<file path="src/rtl/phase_wrap_ctrl.sv">
// -----------------------------------------------------------------------------
// phase_wrap_ctrl
// Run sequencer and configuration controller for the phase-wrapping
// accumulator datapath.
//
// A run goes IDLE -> CLEAR -> RUN -> DRAIN -> DONE -> IDLE:
//   CLEAR  CLR_CYC cycles with acc_clr_o high; wrap counters zeroed
//   RUN    run_len cycles with acc_en_o high
//   DRAIN  PIPE_LAT cycles so results still in the datapath pipeline settle
//   DONE   one cycle with done_o high
// Wrap events are counted during RUN and DRAIN, saturating at 2^CNT_W-1.
// Bounds can only be loaded in IDLE, through a valid/ready handshake.
//
// Ports
//   clk_i, rstn_i                 clock, asynchronous active-low reset
//   cfg_valid_i / cfg_ready_o     bound update handshake
//   cfg_lower_i / cfg_upper_i     requested signed bounds (WIDTH+1 bits)
//   cfg_err_o                     sticky: last offered config was rejected
//   lower_bound_o / upper_bound_o active signed bounds to the datapath
//   start_i, run_len_i            start a run of run_len_i samples
//   abort_i                       abandon the current run
//   wrap_up_i / wrap_dn_i         wrap events reported by the datapath
//   acc_clr_o / acc_en_o          datapath accumulator clear / enable
//   busy_o, done_o                run in progress / one-cycle end pulse
//   wrap_up_cnt_o / wrap_dn_cnt_o wrap counts of the current or last run
// -----------------------------------------------------------------------------
module phase_wrap_ctrl #(
  parameter int WIDTH    = 14,
  parameter int LEN_W    = 32,
  parameter int CNT_W    = 16,
  parameter int CLR_CYC  = 2,
  parameter int PIPE_LAT = 2
) (
  input  logic             clk_i,
  input  logic             rstn_i,
  input  logic             cfg_valid_i,
  output logic             cfg_ready_o,
  input  logic [WIDTH:0]   cfg_lower_i,
  input  logic [WIDTH:0]   cfg_upper_i,
  output logic             cfg_err_o,
  output logic [WIDTH:0]   lower_bound_o,
  output logic [WIDTH:0]   upper_bound_o,
  input  logic             start_i,
  input  logic [LEN_W-1:0] run_len_i,
  input  logic             abort_i,
  input  logic             wrap_up_i,
  input  logic             wrap_dn_i,
  output logic             acc_clr_o,
  output logic             acc_en_o,
  output logic             busy_o,
  output logic             done_o,
  output logic [CNT_W-1:0] wrap_up_cnt_o,
  output logic [CNT_W-1:0] wrap_dn_cnt_o
);

  localparam logic [2:0] S_IDLE  = 3'd0;
  localparam logic [2:0] S_CLEAR = 3'd1;
  localparam logic [2:0] S_RUN   = 3'd2;
  localparam logic [2:0] S_DRAIN = 3'd3;
  localparam logic [2:0] S_DONE  = 3'd4;

  // Terminal values of the shared phase counter for the fixed-length phases.
  localparam logic [LEN_W-1:0] CLR_LAST   = LEN_W'(CLR_CYC - 1);
  localparam logic [LEN_W-1:0] DRAIN_LAST = LEN_W'(PIPE_LAT - 1);

  // Default upper bound is 2^WIDTH-1: positive full scale of the sample width.
  localparam logic [WIDTH:0] UPPER_RST = {1'b0, {WIDTH{1'b1}}};
  localparam logic [CNT_W-1:0] CNT_MAX = {CNT_W{1'b1}};

  logic [2:0]       state_q, state_d;
  logic [LEN_W-1:0] phase_cnt_q, phase_cnt_d;
  logic [LEN_W-1:0] run_len_q, run_len_d;
  logic [WIDTH:0]   lower_q, lower_d;
  logic [WIDTH:0]   upper_q, upper_d;
  logic             err_q, err_d;
  logic [CNT_W-1:0] up_cnt_q, up_cnt_d;
  logic [CNT_W-1:0] dn_cnt_q, dn_cnt_d;

  logic idle;
  logic counting;

  assign idle     = (state_q == S_IDLE);
  assign counting = (state_q == S_RUN) || (state_q == S_DRAIN);

  always_comb begin
    // NOTE: every combinational output takes its hold value first, so no
    // path through the case/if tree can leave it unassigned and infer a latch.
    state_d     = state_q;
    phase_cnt_d = phase_cnt_q;
    run_len_d   = run_len_q;
    lower_d     = lower_q;
    upper_d     = upper_q;
    err_d       = err_q;
    up_cnt_d    = up_cnt_q;
    dn_cnt_d    = dn_cnt_q;

    // Config transfer; ready is the IDLE decode, so bounds never move mid-run.
    if (cfg_valid_i && idle) begin
      if ($signed(cfg_lower_i) < $signed(cfg_upper_i)) begin
        lower_d = cfg_lower_i;
        upper_d = cfg_upper_i;
        err_d   = 1'b0;
      end else begin
        err_d   = 1'b1;
      end
    end

    case (state_q)
      S_IDLE: begin
        if (start_i && (run_len_i != '0)) begin
          state_d     = S_CLEAR;
          phase_cnt_d = '0;
          run_len_d   = run_len_i;
          // Zeroing on entry keeps the counts at 0 for all of CLEAR.
          up_cnt_d    = '0;
          dn_cnt_d    = '0;
        end
      end
      S_CLEAR: begin
        if (phase_cnt_q == CLR_LAST) begin
          state_d     = S_RUN;
          phase_cnt_d = '0;
        end else begin
          phase_cnt_d = phase_cnt_q + LEN_W'(1);
        end
      end
      S_RUN: begin
        if (phase_cnt_q == run_len_q - LEN_W'(1)) begin
          state_d     = S_DRAIN;
          phase_cnt_d = '0;
        end else begin
          phase_cnt_d = phase_cnt_q + LEN_W'(1);
        end
      end
      S_DRAIN: begin
        if (phase_cnt_q == DRAIN_LAST) begin
          state_d     = S_DONE;
          phase_cnt_d = '0;
        end else begin
          phase_cnt_d = phase_cnt_q + LEN_W'(1);
        end
      end
      S_DONE: begin
        state_d = S_IDLE;
      end
      default: begin
        state_d     = S_IDLE;
        phase_cnt_d = '0;
      end
    endcase

    if (counting) begin
      if (wrap_up_i && (up_cnt_q != CNT_MAX)) up_cnt_d = up_cnt_q + CNT_W'(1);
      if (wrap_dn_i && (dn_cnt_q != CNT_MAX)) dn_cnt_d = dn_cnt_q + CNT_W'(1);
    end

    // Abort wins over every transition above; counts freeze where they stand.
    if (abort_i && !idle) begin
      state_d     = S_IDLE;
      phase_cnt_d = '0;
      up_cnt_d    = up_cnt_q;
      dn_cnt_d    = dn_cnt_q;
    end
  end

  // NOTE: sequential state uses non-blocking assignments so all registers
  // update together from the values sampled at the same clock edge.
  always_ff @(posedge clk_i or negedge rstn_i) begin
    if (!rstn_i) begin
      state_q     <= S_IDLE;
      phase_cnt_q <= '0;
      run_len_q   <= '0;
      lower_q     <= '0;
      upper_q     <= UPPER_RST;
      err_q       <= 1'b0;
      up_cnt_q    <= '0;
      dn_cnt_q    <= '0;
    end else begin
      state_q     <= state_d;
      phase_cnt_q <= phase_cnt_d;
      run_len_q   <= run_len_d;
      lower_q     <= lower_d;
      upper_q     <= upper_d;
      err_q       <= err_d;
      up_cnt_q    <= up_cnt_d;
      dn_cnt_q    <= dn_cnt_d;
    end
  end

  // Moore decodes of the registered state.
  assign cfg_ready_o   = idle;
  assign busy_o        = !idle;
  assign acc_clr_o     = (state_q == S_CLEAR);
  assign acc_en_o      = (state_q == S_RUN);
  assign done_o        = (state_q == S_DONE);
  assign cfg_err_o     = err_q;
  assign lower_bound_o = lower_q;
  assign upper_bound_o = upper_q;
  assign wrap_up_cnt_o = up_cnt_q;
  assign wrap_dn_cnt_o = dn_cnt_q;

endmodule

</file>
<file path="config.mk">
export PLATFORM = sky130hd
export DESIGN_NAME = phase_wrap_ctrl
export DESIGN_NICKNAME = d
export VERILOG_FILES = /design/src/rtl/phase_wrap_ctrl.sv
export SDC_FILE = /design/constraint.sdc
export NUM_CORES = 1
export LEC_CHECK = 0
export ABC_CLOCK_PERIOD_IN_PS = 4600
export CAP_MARGIN = 20
export CORE_ASPECT_RATIO = 1.25
export CORE_MARGIN = 5
export CORE_UTILIZATION = 52
export DETAILED_ROUTE_END_ITERATION = 7
export PLACE_DENSITY = 0.79
export REMOVE_ABC_BUFFERS = 1
export SYNTH_ARGS = -nofsm -noshare
export SYNTH_HDL_FRONTEND = slang
export SYNTH_SLANG_ARGS = --single-unit
</file>
<file path="constraint.sdc">
create_clock -name clk_i -period 4.6 [get_ports clk_i]
set_input_delay 0.69 -clock clk_i [delete_from_list [all_inputs] [get_ports clk_i]]
set_output_delay 0.69 -clock clk_i [all_outputs]
set_load 0.01 [all_outputs]
</file>
==> results of run 1 <==
-- kinds of logic after synthesis --
logic type / share of synthesized area
AO/OA/AOI/OAI: 0.1096
XOR/XNOR: 0.06113
adder cells (fa/ha/maj): 0.03144
buffers and inverters: 0.04763
flip-flops: 0.4151
multiplexers: 0.06081
AND/OR/NAND/NOR: 0.2744
-- sequential cells by signal, indices dropped and copies added (netlist names) --
| signal | count |
|---|---|
| phase_cnt_q | 32 |
| wrap_up_cnt_o | 16 |
| lower_bound_o | 15 |
| upper_bound_o | 15 |
| run_len_q | 32 |
| state_q | 3 |
| wrap_dn_cnt_o | 16 |
| cfg_err_o | 1 |
-- final cells by class --
type / instances / area (µm²)
fill: 1215 / 5016
multi-input combinational: 681 / 4258
sequential: 130 / 3271
timing repair buffer: 145 / 1426
clock buffer: 23 / 478.0
tap: 182 / 227.7
inverter: 39 / 146.4
clock inverter: 9 / 128.9
-- cells in the mapped netlist (2+ instances only) --
master / number
a2111oi_0: 2
a211o_1: 2
a21o_1: 5
a21oi_1: 9
a22o_1: 4
a311oi_1: 3
a31oi_1: 21
and2_1: 7
and3_1: 16
and4_1: 2
buf_1: 3
buf_2: 6
buf_6: 2
clkbuf_1: 42
dfrtp_1: 116
dfstp_2: 14
ha_1: 19
inv_1: 39
mux2_2: 31
mux2i_1: 13
nand2_1: 164
nand2b_1: 8
nand3_1: 52
nand3b_1: 3
nand4_1: 39
nand4b_1: 2
nor2_1: 47
nor2b_1: 13
nor3_1: 21
nor3b_1: 2
nor4_1: 24
o2111ai_1: 2
o211ai_1: 11
o21a_1: 2
o21ai_0: 34
o21ai_1: 8
o221ai_1: 2
o22ai_1: 4
o311ai_1: 5
o31ai_1: 5
or2_2: 4
or3_1: 15
or4_1: 6
xnor2_1: 27
xor2_1: 28
-- through the flow --
stage,power [mW],setup slack [ns],std cells
6_report,5.361,0.7038,1209
5_1_grt,5.661,0.3837,1209
4_1_cts,5.374,0.7716,1209
3_5_place_dp,3.936,0.8122,1177
3_3_place_gp,3.902,0.7686,1177
2_1_floorplan,3.037,0.5177,850
-- worst max-delay path by stage --
stage	from	slack (ns)	cells past startpoint	to
after floorplan	phase_cnt_q[0]$_DFFE_PN0P_	0.52	7	phase_cnt_q[13]$_DFFE_PN0P_
after global placement	phase_cnt_q[1]$_DFFE_PN0P_	0.77	11	phase_cnt_q[17]$_DFFE_PN0P_
after detailed placement	run_len_q[2]$_DFFE_PN0P_	0.81	9	phase_cnt_q[17]$_DFFE_PN0P_
after CTS	run_len_q[0]$_DFFE_PN0P_	0.77	11	phase_cnt_q[28]$_DFFE_PN0P_
after global routing	phase_cnt_q[1]$_DFFE_PN0P_	0.38	11	phase_cnt_q[22]$_DFFE_PN0P_
final	run_len_q[2]$_DFFE_PN0P_	0.70	9	phase_cnt_q[28]$_DFFE_PN0P_
-- report_power, final --
group	internal [mW]	switching (mW)
sequential	1.49	0.366
combinational	0.968	1.14
clock	0.893	0.503
total	3.35	2.01
-- metal layers --
metal	up-vias	global-route usage	share of wire
li1	3444	-	-
met1	3494	0.3083	0.40
met2	246	0.4489	0.51
met3	70	0.05090	0.048
met4	0	0.1318	0.044
met5	-	0	0
-- placed cells by master (no fill, tap or decap), types with 11 or more instances in the layout --
cell / netlist / layout
a31oi_1: 21 / 21
and3_1: 16 / 16
clkbuf_16: 0 / 17
clkdlybuf4s50_1: 0 / 135
dfrtp_1: 116 / 116
dfstp_2: 14 / 14
ha_1: 19 / 19
inv_1: 39 / 39
mux2_2: 31 / 31
mux2i_1: 13 / 13
nand2_1: 164 / 164
nand3_1: 52 / 52
nand4_1: 39 / 39
nor2_1: 47 / 46
nor2b_1: 13 / 13
nor3_1: 21 / 21
nor4_1: 24 / 24
o211ai_1: 11 / 11
o21ai_0: 34 / 34
or3_1: 15 / 15
xnor2_1: 27 / 27
xor2_1: 28 / 28
==> impl_metrics.py, run 1 <==
metrics = {
    "critical_path": {
        "reg2reg_from": "run_len_q[2]$_DFFE_PN0P_",
        "cp.buffers_inverters": 1,
        "cp-end-kind": "flip-flop",
        "crit_chain": "nor4_4 > nand2_1 > o31ai_1 > o2111ai_1 > or4_1 > or4_1 > buf_4 > a31oi_1 > o22ai_1",
        "critPathMaxStageDelay_ns": 0.79,
        "critPathLaunchType": "flip-flop",
        "r2r_cells": 9,
        "r2r_end": "phase_cnt_q[28]$_DFFE_PN0P_",
        "arrival_ns": 4.19,
        "crit_type": "flip-flop to flip-flop",
        "path_delay_family": "simple AND/OR/NAND/NOR gates",
        "worst_path_most_repeated_cell": "or4_1",
        "r2r_slack_ns": 0.70,
        "crit_path_max_fanout": 29,
        "slowest_stage": "or4_1",
        "required_ns": 4.90,
    },
    "timing": {
        "drv_slew": 0,
        "fmax_mhz": 256.7,
        "rsz0062_at_grt": "no",
        "worst_pin_slew_ns": 0.9070,
        "setup_tns_ns": 0,
        "period_needed_ns": 3.896,
        "maxSlewHeadroom": 0.3876,
        "post-route-period-util": 0.8470,
        "hold_ws_ns": 0.3308,
        "clock_skew_ns": 0.008384,
        "finalHoldViolCount": 0,
        "setup_viol": 0,
    },
    "layout": {
        "syn2layout_area_growth_pct": 26.09,
        "final_area_um2": 9936,
        "insertedDiodeCount": 0,
        "utilization": 0.6645,
        "drive_above_1_share": 0.09640,
        "final_nets": 1102,
    },
    "clock_tree": {
        "ctsHoldBuffers": 0,
        "clk_latency_ns": 0.42,
        "cts_setup_buffers": 0,
        "cts_resized": 0,
        "clock_path_buffers": 2,
        "numClockSinks": 130,
        "clk_pin_slew_ns": 0.06,
        "cts_tree": "built",
        "h-tree-depth": 4,
        "cts_made_buffers": 17,
        "clockRootBuffer": "clkbuf_16",
    },
    "placed_design": {
        "placed_cell_area_um2": 9329,
        "hpwl_um": 16540,
        "gp_congestion": 0.9743,
        "io_buffers": 136,
    },
    "power_and_ir_drop": {
        "cellPowerDensity_nw_per_um2": 539.5,
        "irDropWorstVdd_mv": 0.3040,
        "p_leak_nw": 4.210,
    },
    "routing": {
        "drc": 0,
        "vias": 7254,
        "via_per_inst": 6.000,
        "drt_first_pass_iters": 5,
        "wl_um": 22690,
        "dr.first_iter.drc_count": 452,
        "ant_nets": 0,
        "wl_per_cell_um": 18.77,
    },
    "synth": {
        "yosys.area.top_type": "dfrtp_1",
        "netlist_area_um2": 7880,
        "syn-instance-count": 904,
        "ys_top_cells_by_area": "dfrtp_1, nand2_1, dfstp_2",
        "yosysSeqAreaShare": 0.4151,
        "synth_edf_count": 0,
        "synth.distinct_cells": 65,
        "synth_top_area_share": 0.3684,
        "async_reset_ff_frac": 1.000,
        "ys_ff_latch": 130,
        "avgSynthCellArea_um2": 8.717,
        "ys_warn_count": 0,
        "synthFlopType": "dfrtp_1",
    },
    "flow_run": {
        "maxCapViolCount": 0,
    },
    "floorplanning": {
        "core_um2": 14950,
        "ios": 137,
        "die_y_um": 147.6,
        "die_x_um": 120.1,
        "dieArea_um2": 17730,
        "rows": 50,
        "initial_core_util": 0.5270,
    },
    "global_routing": {
        "grt_pass1_vias": 7274,
        "grt_overflow": 0,
        "antenna_found_initial": 0,
        "grt_pass1_wl_um": 36780,
        "grt_max_degree": 60,
        "grt_util_all_layers": 0.2604,
    },
    "run_status": {
        "status": "completed",
    },
    "min_path": {
        "hp-class": "input port to async pin",
    },
}
(Power assumes the default switching activity.)
==> run 2: changes to the inputs <==
Settings changed: ABC_CLOCK_PERIOD_IN_PS 4600 to 3340, CORE_UTILIZATION 52 to 49, PLACE_DENSITY 0.79 to 0.78.
Clock period 4.6 ns to 3.34 ns, I/O delays scaled along.
==> impl_metrics.py, run 2 (same netlist as run 1, synthesis figures left out) <==
metrics = {
    "critical_path": {
        "cp-end-kind": "flip-flop",
        "r2r_cells": 9,
        "r2r_end": "phase_cnt_q[6]$_DFFE_PN0P_",
        "crit_path_max_fanout": 12,
        "r2r_slack_ns": 0.12,
        "critPathLaunch": "run_len_q[2]$_DFFE_PN0P_",
        "required_ns": 3.63,
        "crit_type": "flip-flop to flip-flop",
        "critPathLaunchType": "flip-flop",
        "reg2reg_from": "run_len_q[2]$_DFFE_PN0P_",
        "endpoint": "phase_cnt_q[6]$_DFFE_PN0P_",
        "arrival_ns": 3.51,
    },
    "clock_tree": {
        "cts_tree": "built",
        "ctsHoldBuffers": 0,
        "cts_made_buffers": 17,
        "clk_latency_ns": 0.42,
        "cts_setup_buffers": 0,
        "clock_path_buffers": 2,
        "clockRootBuffer": "clkbuf_16",
        "clk_pin_slew_ns": 0.06,
        "h-tree-depth": 4,
        "numClockSinks": 130,
    },
    "power_and_ir_drop": {
        "p_leak_nw": 4.501,
        "irDropWorstVdd_mv": 0.3917,
        "cellPowerDensity_nw_per_um2": 744.9,
    },
    "routing": {
        "vias": 7512,
        "drt_first_pass_iters": 5,
        "via_per_inst": 5.823,
        "dr.first_iter.drc_count": 578,
        "drc": 0,
        "wl_um": 23090,
        "ant_nets": 0,
        "wl_per_cell_um": 17.90,
    },
    "placed_design": {
        "hpwl_um": 17010,
        "gp_congestion": 0.9504,
        "placed_cell_area_um2": 9787,
        "io_buffers": 136,
        "pre_cts_slack_ns": 0.01418,
    },
    "layout": {
        "final_nets": 1153,
        "syn2layout_area_growth_pct": 32.79,
        "fill_cells": 1266,
        "reg_top3": "phase_cnt_q: 32 flops, run_len_q: 32 flops",
        "layout.cells.most_common": "nand2_1",
        "final_cell_mix": "nand2_1, clkdlybuf4s50_1, dfrtp_1, buf_4, nand3_1",
        "insertedDiodeCount": 0,
        "final_area_um2": 10460,
        "drive_above_1_share": 0.1466,
    },
    "timing": {
        "setup_ws_ns": 0.1219,
        "maxSlewHeadroom": 0.4105,
        "worst_pin_slew_ns": 0.8731,
        "period_needed_ns": 3.218,
        "finalHoldViolCount": 0,
        "post-route-period-util": 0.9635,
        "drv_slew": 0,
        "setup_viol": 0,
        "fmax_mhz": 310.7,
        "clock_skew_ns": 0.007407,
        "rsz0062_at_grt": "no",
    },
    "min_path": {
        "hp-class": "input port to async pin",
    },
    "global_routing": {
        "grt_overflow": 0,
        "antenna_found_initial": 0,
        "grt_pass1_wl_um": 37120,
        "grt_util_all_layers": 0.2523,
        "grt_pass1_vias": 7519,
        "grt_max_degree": 56,
    },
    "floorplanning": {
        "rows": 51,
        "ios": 137,
        "core_um2": 15700,
        "dieArea_um2": 18730,
        "initial_core_util": 0.5020,
        "die_x_um": 123.4,
        "die_y_um": 151.8,
    },
    "run_status": {
        "status": "completed",
    },
    "flow_run": {
        "maxCapViolCount": 0,
    },
}
[run 2: power breakdown]
| group | total [mW] | internal [mW] | switching (mW) | leakage [nW] |
|---|---|---|---|---|
| Combinational | 3.33 | 1.58 | 1.75 | 2.52 |
| Clock | 2.01 | 1.31 | 0.701 | 0.305 |
| Sequential | 2.45 | 2.05 | 0.398 | 1.68 |
[run 2: cell type report]
type | instances | area [µm²] | share of cell area
clock buffer | 24 | 481.7 | 0.04604
tap | 212 | 265.3 | 0.02535
clock inverter | 8 | 150.1 | 0.01435
sequential | 130 | 3271 | 0.3126
timing repair buffer | 196 | 1847 | 0.1765
multi-input combinational | 681 | 4303 | 0.4112
inverter | 39 | 146.4 | 0.01399
[run 2: what timing repair did]
action / 4_1_cts / 5_1_grt
setup endpoints to repair: 5 / 32
resized for setup: 1 / 8
pin swaps: 0 / 0
[run 2: how the worst min path moves through the flow]
stage	to	slack (ns)
after floorplan	cfg_err_o$_DFFE_PN0P_	0.21
after global placement	cfg_err_o$_DFFE_PN0P_	0.47
after detailed placement	cfg_err_o$_DFFE_PN0P_	0.48
after CTS	wrap_dn_cnt_o[10]$_DFFE_PN0N_	0.12
after global routing	wrap_dn_cnt_o[11]$_DFFE_PN0N_	0.16
final	wrap_dn_cnt_o[13]$_DFFE_PN0N_	0.11
[run 2: per-stage QoR]
step | TNS, ns | instances | utilization | power (mW) | hold WS [ns]
after floorplan | -16.98 | 850 | - | 4.183 | 0.2054
after global placement | 0 | 1258 | 0.6235 | 5.635 | 0.4746
after detailed placement | 0 | 1258 | 0.6235 | 5.718 | 0.4785
after CTS | 0 | 1290 | 0.6640 | 7.768 | 0.1165
after global routing | 0 | 1290 | 0.6666 | 8.204 | 0.1550
final | 0 | 1290 | 0.6666 | 7.795 | 0.1083
[run 2: metal layers]
metal	vias up	GRT usage	wire [µm]	part of all wire
met3	52	0.05496	1340	0.058
met5	-	0	0	0
met2	257	0.4381	12040	0.52
met1	3661	0.3039	9040	0.39
met4	0	0.09806	668	0.029
li1	3542	-	-	-
[run 2: worst max-delay path, stage by stage (launching register included)]
cell and delay [ns]:
dfrtp_1 0.42, or4_4 0.58, or4b_4 0.57, a2111oi_4 0.20
a21oi_1 0.07, a211o_1 0.27, or4_4 0.47, buf_4 0.21
a31oi_1 0.20, mux2i_1 0.10
==> run 3: changes to the inputs <==
Settings changed: SKIP_LAST_GASP from default to 1.
==> results of run 3 <==
No change in the layout: final DEF, timing and power equal those of run 2.
